**src/rtl/uart_echo_fifo.sv**
```systemverilog
// UART echo: bytes received on rx are buffered in a FIFO and retransmitted on tx.
// RX and TX share one oversampling tick; i_echo_en pauses draining without stopping reception.
module uart_echo_fifo #(
   parameter  int CLK_HZ     = 100_000_000,
   parameter  int BAUD       = 9600,
   parameter  int OVERSAMPLE = 16,
   parameter  int DATA_BITS  = 8,
   parameter  int FIFO_DEPTH = 16,
   localparam int AW         = $clog2(FIFO_DEPTH)
) (
   input  logic          clk,
   input  logic          reset,
   input  logic          rx,
   output logic          tx,
   input  logic          i_echo_en,
   output logic [AW:0]   o_fifo_count,
   output logic          o_overflow,
   output logic          o_frame_err,
   output logic          o_tx_busy
);

   localparam int DIV = CLK_HZ / (BAUD * OVERSAMPLE);
   localparam int DW  = (DIV > 1) ? $clog2(DIV) : 1;
   localparam int OW  = $clog2(OVERSAMPLE);
   localparam int BW  = $clog2(DATA_BITS);

   localparam logic [OW-1:0] SAMPLE_HALF = OW'(OVERSAMPLE / 2 - 1);
   localparam logic [OW-1:0] SAMPLE_LAST = OW'(OVERSAMPLE - 1);
   localparam logic [BW-1:0] BIT_LAST    = BW'(DATA_BITS - 1);

   typedef enum logic [1:0] {RX_IDLE, RX_START, RX_DATA, RX_STOP} rx_state_t;
   typedef enum logic [1:0] {TX_IDLE, TX_START, TX_DATA, TX_STOP} tx_state_t;

   logic [DW-1:0]        div_cnt;
   logic                 tick;
   logic                 rx_meta, rx_sync;

   rx_state_t            rx_state, rx_state_n;
   logic [OW-1:0]        rx_cnt, rx_cnt_n;
   logic [BW-1:0]        rx_bit, rx_bit_n;
   logic [DATA_BITS-1:0] rx_shift, rx_shift_n;
   logic                 rx_push, frame_err_n;

   tx_state_t            tx_state, tx_state_n;
   logic [OW-1:0]        tx_cnt, tx_cnt_n;
   logic [BW-1:0]        tx_bit, tx_bit_n;
   logic [DATA_BITS-1:0] tx_shift, tx_shift_n;
   logic                 tx_n, pop;

   logic [DATA_BITS-1:0] mem [FIFO_DEPTH];
   logic [AW-1:0]        wr_ptr, rd_ptr;
   logic                 full, push_ok;

   assign tick    = (div_cnt == DW'(DIV - 1));
   assign full    = (o_fifo_count == (AW+1)'(FIFO_DEPTH));
   assign push_ok = rx_push && !full;

   // Free-running baud divider and the rx synchroniser.
   always_ff @(posedge clk or posedge reset) begin
      if (reset) begin
         div_cnt <= '0;
         rx_meta <= 1'b1;
         rx_sync <= 1'b1;
      end else begin
         div_cnt <= tick ? '0 : div_cnt + 1'b1;
         rx_meta <= rx;
         rx_sync <= rx_meta;
      end
   end

   always_comb begin
      rx_state_n  = rx_state;
      rx_cnt_n    = rx_cnt;
      rx_bit_n    = rx_bit;
      rx_shift_n  = rx_shift;
      rx_push     = 1'b0;
      frame_err_n = 1'b0;
      if (tick) begin
         case (rx_state)
            RX_IDLE: begin
               if (!rx_sync) begin
                  rx_state_n = RX_START;
                  rx_cnt_n   = '0;
               end
            end
            RX_START: begin
               if (rx_cnt == SAMPLE_HALF) begin
                  rx_cnt_n   = '0;
                  rx_bit_n   = '0;
                  rx_state_n = rx_sync ? RX_IDLE : RX_DATA;
               end else begin
                  rx_cnt_n = rx_cnt + 1'b1;
               end
            end
            RX_DATA: begin
               if (rx_cnt == SAMPLE_LAST) begin
                  rx_cnt_n   = '0;
                  rx_shift_n = {rx_sync, rx_shift[DATA_BITS-1:1]};
                  if (rx_bit == BIT_LAST) rx_state_n = RX_STOP;
                  else                    rx_bit_n   = rx_bit + 1'b1;
               end else begin
                  rx_cnt_n = rx_cnt + 1'b1;
               end
            end
            RX_STOP: begin
               if (rx_cnt == SAMPLE_LAST) begin
                  rx_cnt_n    = '0;
                  rx_state_n  = RX_IDLE;
                  rx_push     = rx_sync;
                  frame_err_n = !rx_sync;
               end else begin
                  rx_cnt_n = rx_cnt + 1'b1;
               end
            end
            default: rx_state_n = RX_IDLE;
         endcase
      end
   end

   // The transmitter only pops from IDLE, so a byte pushed this cycle leaves next cycle at the earliest.
   always_comb begin
      tx_state_n = tx_state;
      tx_cnt_n   = tx_cnt;
      tx_bit_n   = tx_bit;
      tx_shift_n = tx_shift;
      tx_n       = tx;
      pop        = 1'b0;
      case (tx_state)
         TX_IDLE: begin
            tx_n = 1'b1;
            if (o_fifo_count != '0 && i_echo_en) begin
               pop        = 1'b1;
               tx_shift_n = mem[rd_ptr];
               tx_cnt_n   = '0;
               tx_state_n = TX_START;
               tx_n       = 1'b0;
            end
         end
         TX_START: begin
            if (tick) begin
               if (tx_cnt == SAMPLE_LAST) begin
                  tx_cnt_n   = '0;
                  tx_bit_n   = '0;
                  tx_state_n = TX_DATA;
                  tx_n       = tx_shift[0];
               end else begin
                  tx_cnt_n = tx_cnt + 1'b1;
               end
            end
         end
         TX_DATA: begin
            if (tick) begin
               if (tx_cnt == SAMPLE_LAST) begin
                  tx_cnt_n   = '0;
                  tx_shift_n = tx_shift >> 1;
                  if (tx_bit == BIT_LAST) begin
                     tx_state_n = TX_STOP;
                     tx_n       = 1'b1;
                  end else begin
                     tx_bit_n = tx_bit + 1'b1;
                     tx_n     = tx_shift[1];
                  end
               end else begin
                  tx_cnt_n = tx_cnt + 1'b1;
               end
            end
         end
         TX_STOP: begin
            if (tick) begin
               if (tx_cnt == SAMPLE_LAST) begin
                  tx_cnt_n   = '0;
                  tx_state_n = TX_IDLE;
               end else begin
                  tx_cnt_n = tx_cnt + 1'b1;
               end
            end
         end
         default: tx_state_n = TX_IDLE;
      endcase
   end

   always_ff @(posedge clk or posedge reset) begin
      if (reset) begin
         rx_state     <= RX_IDLE;
         rx_cnt       <= '0;
         rx_bit       <= '0;
         rx_shift     <= '0;
         o_frame_err  <= 1'b0;
         tx_state     <= TX_IDLE;
         tx_cnt       <= '0;
         tx_bit       <= '0;
         tx_shift     <= '0;
         tx           <= 1'b1;
         wr_ptr       <= '0;
         rd_ptr       <= '0;
         o_fifo_count <= '0;
         o_overflow   <= 1'b0;
      end else begin
         rx_state    <= rx_state_n;
         rx_cnt      <= rx_cnt_n;
         rx_bit      <= rx_bit_n;
         rx_shift    <= rx_shift_n;
         o_frame_err <= frame_err_n;
         tx_state    <= tx_state_n;
         tx_cnt      <= tx_cnt_n;
         tx_bit      <= tx_bit_n;
         tx_shift    <= tx_shift_n;
         tx          <= tx_n;
         if (push_ok) wr_ptr <= wr_ptr + 1'b1;
         if (pop)     rd_ptr <= rd_ptr + 1'b1;
         if (rx_push && full) o_overflow <= 1'b1;
         case ({push_ok, pop})
            2'b10:   o_fifo_count <= o_fifo_count + 1'b1;
            2'b01:   o_fifo_count <= o_fifo_count - 1'b1;
            default: o_fifo_count <= o_fifo_count;
         endcase
      end
   end

   // Storage needs no reset; the pointers and count define what is valid.
   always_ff @(posedge clk) begin
      if (push_ok) mem[wr_ptr] <= rx_shift;
   end

   assign o_tx_busy = (tx_state != TX_IDLE);

endmodule
```
**config.mk**
```make
export PLATFORM = sky130hd
export DESIGN_NAME = uart_echo_fifo
export DESIGN_NICKNAME = d
export VERILOG_FILES = /design/src/rtl/uart_echo_fifo.sv
export SDC_FILE = /design/constraint.sdc
export NUM_CORES = 1
export LEC_CHECK = 0
export ABC_CLOCK_PERIOD_IN_PS = 3500
export CAP_MARGIN = 20
export CORE_ASPECT_RATIO = 1.2
export CORE_UTILIZATION = 55
export CTS_BUF_LIST = sky130_fd_sc_hd__clkbuf_8
export DETAILED_ROUTE_END_ITERATION = 7
export GPL_TIMING_DRIVEN = 0
export PLACE_DENSITY = 0.69
export SYNTH_ARGS = -nofsm -noshare
export SYNTH_HDL_FRONTEND = slang
export SYNTH_SLANG_ARGS = --single-unit
```
**constraint.sdc**
```tcl
create_clock -name clk -period 3.5 [get_ports clk]
set_clock_uncertainty 0.2 [all_clocks]
set_input_delay 1.05 -clock clk [delete_from_list [all_inputs] [get_ports clk]]
set_output_delay 1.05 -clock clk [all_outputs]
set_load 0.005 [all_outputs]
```
# Word level (Yosys, flattened, before mapping)
# Memory sizes are Yosys's and may differ from the RTL's.
# Cells that the tools add are included.
[word_totals]
ff_bits = 62
ramBits = 128
in_bits = 4
output_inout_bits = 9
wordCells = 140
mem_count = 1
[classes]
n_addsub = 9
n_eq_ne = 31
mux = 57
n_reduce_logical = 25
[memory_table]
columns = ["name", "words", "width", "rd", "rd_clocked_by_memory_dff", "wr", "line", "text"]
rows = [
  ["mem", 16, 8, 1, 0, 1, "50", "logic [DATA_BITS-1:0] mem [FIFO_DEPTH];"],
]
[op_table]
columns = ["op", "n"]
rows = [
  ["$ne A2 B2 Y1 const B", 15],
  ["$mux W2", 14],
  ["$mux W3", 8],
  ["$mux W4", 6],
  ["$mux W8", 3],
  ["$add A4 B1 Y4 const B", 4],
  ["$mux W1", 16],
  ["$pmux W2 S4", 2],
  ["$pmux W8 S2", 1],
  ["$pmux W3 S2", 2],
  ["$pmux W4 S3", 1],
  ["$reduce_and A6 Y1", 2],
  ["$add A10 B1 Y10 const B", 1],
  ["$eq A10 B10 Y1 const B", 1],
  ["$eq A2 B2 Y1 const B", 5],
  ["$mux W10", 1],
  ["$pmux W5 S2", 1],
  ["$reduce_and A5 Y1", 2],
  ["$reduce_bool A2 Y1", 5],
  ["$eq A4 B4 Y1 const B", 2],
  ["$pmux W4 S2", 1],
  ["$reduce_and A8 Y1", 1],
  ["$add A3 B1 Y3 const B", 2],
  ["$eq A2 B1 Y1 const B", 3],
  ["17 further kinds", 23],
]

# Depth between registers and ports, before layout
# Gate-level depths: netlist (run 1).
[logic_depth]
depth_word = 7
mapped_depth = 16

# Worst setup path after synthesis (run 1)
# No wires, ideal clock.
[synth_timing]
path_type = "reg2reg"
startpoint = "register div_cnt[5]"
endpoint = "register o_fifo_count[4]"
setup_ps = 80
arrival_time_ps = 2909
required_ps = 3220
path_slack_ps = 311
path_stages_with_launch = 15
path_buffers = 2
synth_period_minus_slack_ps = 3189
path_cell_list = "dfrtp_1 -> or4b_4 -> nor3_4 -> and3_1 -> buf_4 -> inv_2 -> ha_1 -> clkbuf_1 -> xor2_1 -> ha_1 -> a21o_1 -> nand2_1 -> a21oi_1 -> o21bai_1 -> xnor2_1"
[synth_via]
elab_chain_cells = 5
[synth_lines]
columns = ["element", "line", "text"]
rows = [
  ["from (decl)", "34", "logic [DW-1:0] div_cnt;"],
  ["from (signal assigned)", "65", "div_cnt <= tick ? '0 : div_cnt + 1'b1;"],
  ["$eq A10 B10 Y1 (*)", "54", "assign tick = (div_cnt == DW'(DIV - 1));"],
  ["$mux W1 (*)", "78", "if (tick) begin"],
  ["$logic_and A1 B1 Y1 (*)", "56", "assign push_ok = rx_push && !full;"],
  ["$eq A2 B1 Y1 or $eq A2 B2 Y1 (tied branches)", "212", "case ({push_ok, pop})"],
  ["$pmux W5 S2 or $reduce_bool A2 Y1 (tied branches)", "n/a", ""],
  ["to (signal assigned)", "213", "2'b10: o_fifo_count <= o_fifo_count + 1'b1;"],
  ["to (signal assigned)", "214", "2'b01: o_fifo_count <= o_fifo_count - 1'b1;"],
  ["to (signal assigned)", "215", "default: o_fifo_count <= o_fifo_count;"],
  ["to (decl)", "16", "output logic [AW:0] o_fifo_count,"],
]
# Every way passes the cells marked *; elsewhere a longest branch is shown, timed or not.
# A chain may end at the register's enable or synchronous reset.

# Worst setup path in the final report (run 1)
# Same ends and word-level chain as after synthesis.

==> results.py, run 1 <==
metrics = {
    "worst_setup_path": {
        "end_kind": "flip-flop",
        "critPathSlowestCell": "or4b_4",
        "start_kind": "flip-flop",
        "crit_required_ns": 3.69,
        "path_delay_family": "simple AND/OR/NAND/NOR gates",
        "path_class": "flip-flop to flip-flop",
        "cp_num_buf_inv": 2,
        "slowest_delay_ns": 0.59,
        "path_cells": "or4b_4 > nor3_4 > and3_1 > buf_4 > inv_2 > ha_2 > xor2_1 > ha_1 > a21o_1 > nand2_1 > a21oi_1 > o21bai_1 > xnor2_1",
        "worst-path-max-fanout": 9,
        "worstPathArrival_ns": 3.45,
    },
    "finish": {
        "layout.nets": 575,
        "insertedDiodeCount": 0,
        "drive_gt1_frac": 0.197,
        "layoutNonFillerInstCount": 738,
        "area_growth_syn_to_layout_pct": 9.83,
    },
    "global_route": {
        "grt_first_pass_wirelength_um": 23800,
        "grt_util_met2": 0.386,
        "gr-usage-met1": 0.256,
        "grt_max_degree": 42,
        "grt.busiest_layer": "met2",
        "grt-ovfl-total": 0,
        "track_usage": 0.217,
        "antenna_found_initial": 0,
        "use_met3": 0.0390,
        "grt_pass1_vias": 4409,
    },
    "yosys": {
        "synth_area_um2": 8120,
        "ys.flop_type": "edfxtp_1",
        "synthArstFlopShare": 0.326,
        "synthCells": 514,
        "synth_cell_types": 55,
        "yosysSeqAreaShare": 0.665,
        "yosys_warnings": 0,
        "synth_edf_count": 128,
        "yosys_register_bits": 190,
        "syn_avg_cell_area_um2": 15.8,
        "synth_fp_nets": 539,
    },
    "timing": {
        "finalCriticalPeriod_ns": 3.26,
        "rsz0062_at_grt": "false",
        "max_freq_mhz": 307,
        "hold_violations": 0,
        "worst_slack_ns": 0.239,
        "finalMaxSlewViolations": 0,
        "fin_crit_sh": 0.932,
        "hold_slack_ns": 0.170,
        "tightest_slew_ns": 0.723,
        "setup_viol_count_final": 0,
        "max_slew_margin": 0.517,
    },
    "placement": {
        "dp_hpwl_um": 10500,
        "io_buffers": 12,
        "preCtsSetupSlack_ns": -0.603,
        "gp_congestion": 0.828,
        "dp_cells": 706,
    },
    "status": {
        "outcome": "completed",
    },
    "die": {
        "ios": 13,
        "design.die.area_um2": 15300,
        "core-area_um2": 14400,
        "die_w_um": 113,
        "core.rowCount": 48,
        "start_util": 0.563,
        "dieHeight_um": 135,
    },
    "clock_network": {
        "ctsHoldBuffers": 0,
        "clockRootBuffer": "clkbuf_8",
        "cts_htree_levels": 4,
        "clock_latency_ns": 0.47,
        "cts.sinks": 190,
        "clk_path_buf_depth": 2,
        "cts_tree": "built",
        "cts_buffers": 17,
        "cts.clk_slew.worst_paths_ns": 0.10,
    },
    "worst_hold_path": {
        "hold_path_class": "flip-flop to flip-flop",
    },
    "detailed_routing": {
        "vias": 4404,
        "dr.pass1.iters": 4,
        "wl_per_cell_um": 20.5,
        "vias_per_cell": 5.97,
        "ant_nets": 0,
        "finalWirelength_um": 15100,
        "drt_iter0_drc": 281,
        "drc_errors": 0,
    },
    "pwr": {
        "power_leakage_uw": 0.00299,
        "p_per_area_nw_per_um2": 426,
        "ir_drop_uv": 282,
    },
    "job": {
        "drv_cap": 0,
    },
}
## logic make-up after synthesis
logic type | share of synthesized area
compound gates | 0.0519
xor+xnor | 0.0227
fa+ha+maj | 0.0324
buf+inv | 0.0160
flops | 0.665
mux | 0.125
simple gates | 0.0865
## layout by cell type (no fill, tap or decap), types with 3 or more instances in the layout
| cell type | Yosys | final |
|---|---|---|
| clkdlybuf4s50_1 | 0 | 12 |
| inv_1 | 12 | 11 |
| nor2b_1 | 8 | 8 |
| buf_2 | 5 | 6 |
| and3_1 | 5 | 5 |
| inv_6 | 0 | 7 |
| mux4_2 | 36 | 36 |
| and2_1 | 14 | 14 |
| nand2b_1 | 3 | 3 |
| nand4_1 | 3 | 3 |
| a22o_1 | 4 | 4 |
| dfrtp_1 | 59 | 59 |
| clkinv_4 | 0 | 3 |
| mux2_2 | 14 | 14 |
| clkbuf_1 | 13 | 12 |
| nor3b_1 | 4 | 4 |
| clkbuf_8 | 0 | 17 |
| a22oi_1 | 6 | 6 |
| edfxtp_1 | 128 | 128 |
| ha_1 | 21 | 20 |
| xnor2_1 | 13 | 13 |
| o31ai_1 | 3 | 3 |
| dfstp_2 | 3 | 3 |
| nand3_1 | 10 | 10 |
| a21oi_1 | 13 | 13 |
| nor2_1 | 27 | 26 |
| mux2i_1 | 5 | 5 |
| o21ai_0 | 12 | 12 |
| nand2_1 | 41 | 41 |
| buf_4 | 1 | 5 |
| a31oi_1 | 8 | 8 |
| nor3_1 | 3 | 3 |
| xor2_1 | 8 | 8 |
## cells in the mapped netlist, drive strengths merged (2+ instances only)
| master | count | area (um^2) |
|---|---|---|
| xor2 | 8 | 70.1 |
| a21o | 2 | 15.0 |
| a31oi | 8 | 50.1 |
| mux2 | 14 | 158 |
| or4b | 3 | 33.8 |
| o31ai | 3 | 22.5 |
| nor2 | 27 | 101 |
| dfstp | 3 | 78.8 |
| nand3 | 10 | 50.1 |
| nor4 | 2 | 27.5 |
| nand2b | 3 | 18.8 |
| nand2 | 41 | 154 |
| nor3 | 5 | 41.3 |
| inv | 13 | 48.8 |
| o21ai | 14 | 70.1 |
| nand4 | 3 | 18.8 |
| o21bai | 2 | 15.0 |
| buf | 6 | 32.5 |
| dfrtp | 59 | 1480 |
| and3 | 5 | 31.3 |
| a21oi | 13 | 65.1 |
| nor2b | 8 | 50.1 |
| xnor2 | 13 | 114 |
| ha | 21 | 263 |
| edfxtp | 128 | 3840 |
| o21a | 2 | 15.0 |
| mux4 | 36 | 811 |
| a211oi | 2 | 15.0 |
| a22o | 4 | 35.0 |
| mux2i | 5 | 50.1 |
| clkbuf | 13 | 48.8 |
| nor3b | 6 | 55.1 |
| and2 | 14 | 87.6 |
| a22oi | 6 | 45.0 |
## state kept, by name, indices dropped and copies added, names as in the netlist, 4 cells and up, named ones only
| signal | count |
|---|---|
| rx_cnt | 4 |
| wr_ptr | 4 |
| rd_ptr | 4 |
| div_cnt | 10 |
| tx_shift | 8 |
| tx_cnt | 4 |
| mem | 128 |
| o_fifo_count | 5 |
| rx_shift | 8 |
## cell type report
class | count | area, um^2
fillers | 1059 | 5500
multi-input cells | 292 | 2610
flip-flops and latches | 190 | 5400
inverters | 13 | 48.8
plain buffers | 18 | 77.6
repair buffers | 18 | 175
clock buffers | 17 | 234
clock inverters | 15 | 150
well taps | 175 | 219
## worst register-to-register path: stages, from the launching register on
cell      delay, ns
dfrtp_1        0.43
or4b_4         0.59
nor3_4         0.16
and3_1         0.27
buf_4          0.19
inv_2          0.09
ha_2           0.25
xor2_1         0.16
ha_1           0.24
a21o_1         0.19
nand2_1        0.06
a21oi_1        0.06
o21bai_1       0.17
xnor2_1        0.13
## path summary, 6_finish.rpt
path	slack, ns	to	from	cells past startpoint
setup / recovery	0.24	o_fifo_count[4]$_DFFE_PP0P_	div_cnt[5]$_DFF_PP0_	13
hold / removal	0.17	rx_sync$_DFF_PP1_	rx_meta$_DFF_PP1_	0
max in group asynchronous	1.72	tx$_DFFE_PP1P_	reset	3
min in group asynchronous	0.73	div_cnt[1]$_DFF_PP0_	reset	2
hold reg to reg	0.17	rx_sync$_DFF_PP1_	rx_meta$_DFF_PP1_	0
setup reg to reg	0.24	o_fifo_count[4]$_DFFE_PP0P_	div_cnt[5]$_DFF_PP0_	13
## stage by stage
stage | area (um^2) | TNS [ns] | util | power [uW]
2_1_floorplan | 8120 | 0 | - | 2440
3_3_place_gp | 8460 | -31.48 | 0.587 | 2450
3_5_place_dp | 8500 | -1.46 | 0.590 | 2450
4_1_cts | 8910 | 0 | 0.618 | 3840
5_1_grt | 8920 | 0 | 0.619 | 3920
6_report | 8920 | 0 | 0.619 | 3800
## layer usage
metal	routed length [um]	up-vias
met3	482	27
met4	350	0
met5	0	-
met2	8190	81
met1	6080	2262
li1	-	2034
## what timing repair did
action                     CTS  global route
gates resized for setup      4             1
buffers inserted             1             0
pin swaps                    1             1
setup endpoints to repair    3             2
## power breakdown
| group | switching (uW) | internal (uW) |
|---|---|---|
| logic | 16.6 | 5.76 |
| registers | 1.15 | 2380 |
| clock network | 814 | 589 |
| total | 832 | 2970 |
Power figures use the tool's default switching activity.
==> inputs of run 2 (changes only) <==
CORE_MARGIN = 2   (was unset)
==> run 2 against run 1 <==
Register-to-register slack better by 0.06 ns. Non-clock buffer count unchanged. Final cell count unchanged. Largest power group unchanged. Highest routed layer unchanged.
==> results.py, run 2 (same netlist as run 1, synthesis figures left out) <==
metrics = {
    "finish": {
        "largest_register_ffs": 128,
        "drive_gt1_frac": 0.190,
        "post-route-util": 0.620,
        "reg_top3": "mem (128), div_cnt (10)",
        "layout.nets": 575,
        "final_common_cell": "edfxtp_1",
        "area_growth_syn_to_layout_pct": 10.1,
        "insertedDiodeCount": 0,
        "max_flop_register": "mem",
        "final_cell_mix": "edfxtp_1 (128), dfrtp_1 (59), nand2_1 (41), mux4_2 (36), nor2_1 (26)",
        "layoutNonFillerInstCount": 738,
        "nFillCells": 1059,
        "fin_area_um2": 8940,
    },
    "pwr": {
        "p_per_area_nw_per_um2": 432,
        "p_comb_frac": 0.006,
        "power_leakage_uw": 0.00298,
        "ir_drop_uv": 222,
        "swShare": 0.202,
        "p_sw_uw": 780,
        "p_clk_frac": 0.379,
        "power_frac_seq": 0.615,
        "p_int_uw": 3080,
    },
    "clock_network": {
        "cts.sinks": 190,
        "cts_tree": "built",
        "clk_path_buf_depth": 2,
        "cts.clk_slew.worst_paths_ns": 0.10,
        "cts_htree_levels": 4,
        "clockRootBuffer": "clkbuf_8",
        "ctsHoldBuffers": 0,
        "clock_latency_ns": 0.46,
        "cts_buffers": 17,
    },
    "detailed_routing": {
        "dr.pass1.iters": 4,
        "vias_per_cell": 5.89,
        "drc_errors": 0,
        "finalWirelength_um": 15100,
        "vias": 4347,
        "drt_iter0_drc": 439,
        "ant_nets": 0,
        "wl_per_cell_um": 20.5,
    },
    "timing": {
        "finalMaxSlewViolations": 0,
        "max_freq_mhz": 312,
        "setup_viol_count_final": 0,
        "rsz0062_at_grt": "false",
        "max_slew_margin": 0.509,
        "tns_ns": 0,
        "finalCriticalPeriod_ns": 3.20,
        "tightest_slew_ns": 0.735,
        "worst_slack_ns": 0.296,
        "hold_violations": 0,
        "fin_crit_sh": 0.916,
    },
    "worst_setup_path": {
        "path_class": "primary input to flip-flop",
        "critPathSlowestCell": "or4b_2",
        "end_kind": "flip-flop",
        "worstPathArrival_ns": 3.35,
        "slowest_delay_ns": 0.59,
        "worst-path-max-fanout": 9,
        "r2r_slack_ns": 0.30,
        "crit_required_ns": 3.64,
        "r2r-end": "o_fifo_count[4]$_DFFE_PP0P_",
        "r2r_start": "o_fifo_count[1]$_DFFE_PP0P_",
        "path_cells": "clkdlybuf4s50_1 > o21ai_2 > nor2_2 > ha_2 > or4b_2 > o22ai_1 > o21bai_1 > xnor2_1",
        "rr_worst_depth": 12,
        "start_kind": "primary input",
    },
    "placement": {
        "io_buffers": 12,
        "placed_area_um2": 8510,
        "dp_hpwl_um": 10400,
        "dp_cells": 706,
        "gp_congestion": 0.849,
        "preCtsSetupSlack_ns": -0.575,
    },
    "die": {
        "ios": 13,
        "core.rowCount": 48,
        "die_w_um": 115,
        "dieHeight_um": 137,
        "design.die.area_um2": 15800,
        "start_util": 0.563,
        "core-area_um2": 14400,
    },
    "worst_hold_path": {
        "min_to": "rx_sync$_DFF_PP1_",
        "hold_path_class": "flip-flop to flip-flop",
        "hold_start": "rx_meta$_DFF_PP1_",
        "hold_depth": 0,
    },
    "global_route": {
        "grt_first_pass_wirelength_um": 23900,
        "grt_pass1_vias": 4460,
        "grt_max_degree": 39,
        "track_usage": 0.209,
        "grt-ovfl-total": 0,
        "antenna_found_initial": 0,
    },
    "job": {
        "drv_cap": 0,
    },
    "status": {
        "outcome": "completed",
    },
}
-- run 2: per-layer routing --
| metal | vias up | routed length (um) | track usage | share of wire |
|---|---|---|---|---|
| met1 | 2217 | 6260 | 0.266 | 0.41 |
| met3 | 23 | 484 | 0.0390 | 0.032 |
| met5 | - | 0 | 0 | 0 |
| met2 | 81 | 8050 | 0.353 | 0.53 |
| li1 | 2026 | - | - | - |
| met4 | 0 | 360 | 0.0904 | 0.024 |
-- run 2: worst max path at each step --
| stage | endpoint | from | slack [ns] |
|---|---|---|---|
| 3_3_place_gp | o_fifo_count[4]$_DFFE_PP0P_ | i_echo_en | -0.53 |
| 6_report | o_fifo_count[4]$_DFFE_PP0P_ | i_echo_en | 0.30 |
| 3_5_place_dp | o_fifo_count[4]$_DFFE_PP0P_ | i_echo_en | -0.58 |
| 5_1_grt | o_fifo_count[4]$_DFFE_PP0P_ | o_fifo_count[1]$_DFFE_PP0P_ | 0.06 |
| 2_1_floorplan | o_fifo_count[4]$_DFFE_PP0P_ | div_cnt[5]$_DFF_PP0_ | 0.31 |
| 4_1_cts | o_fifo_count[4]$_DFFE_PP0P_ | o_fifo_count[1]$_DFFE_PP0P_ | 0.01 |
-- run 2: cell type report --
class	count	area [um^2]	area share
buffer	18	77.6	0.00868
clock buffer	17	234	0.0262
clock inverter	15	169	0.0189
inverter	13	48.8	0.00546
multi-input combinational	292	2610	0.292
sequential	190	5400	0.604
tap	175	219	0.0245
timing repair buffer	18	178	0.0199
-- run 2: timing repair --
item                                    in CTS  in global routing
setup buffers                                1                  0
endpoints found under the setup margin       3                  2
resized for setup                            4                  1
pin swaps                                    1                  1
-- run 2: stage by stage --
stage / hold WS [ns] / power [uW]
after floorplan: 0.145 / 2440
after global placement: 0.151 / 2450
after detailed placement: 0.151 / 2450
after CTS: 0.163 / 3890
after global routing: 0.158 / 3980
final: 0.161 / 3860
-- run 2: worst max-delay path, delay by kind of cell --
| kind | cells | cell delay, ns |
|---|---|---|
| AND/OR/NAND/NOR | 2 | 0.91 |
| XOR/XNOR | 1 | 0.13 |
| adder cells (fa/ha/maj) | 1 | 0.35 |
| AO/OA/AOI/OAI | 3 | 0.39 |
| buffers and inverters | 1 | 0.51 |
-- run 2: power by group through the flow --
stage / clock network [uW] / logic [uW] / registers (uW)
2_1_floorplan: 0 / 11.4 / 2430
3_3_place_gp: 0 / 19.7 / 2430
3_5_place_dp: 0 / 23.1 / 2430
4_1_cts: 1490 / 23.5 / 2380
5_1_grt: 1580 / 25.7 / 2380
6_report: 1460 / 21.9 / 2380
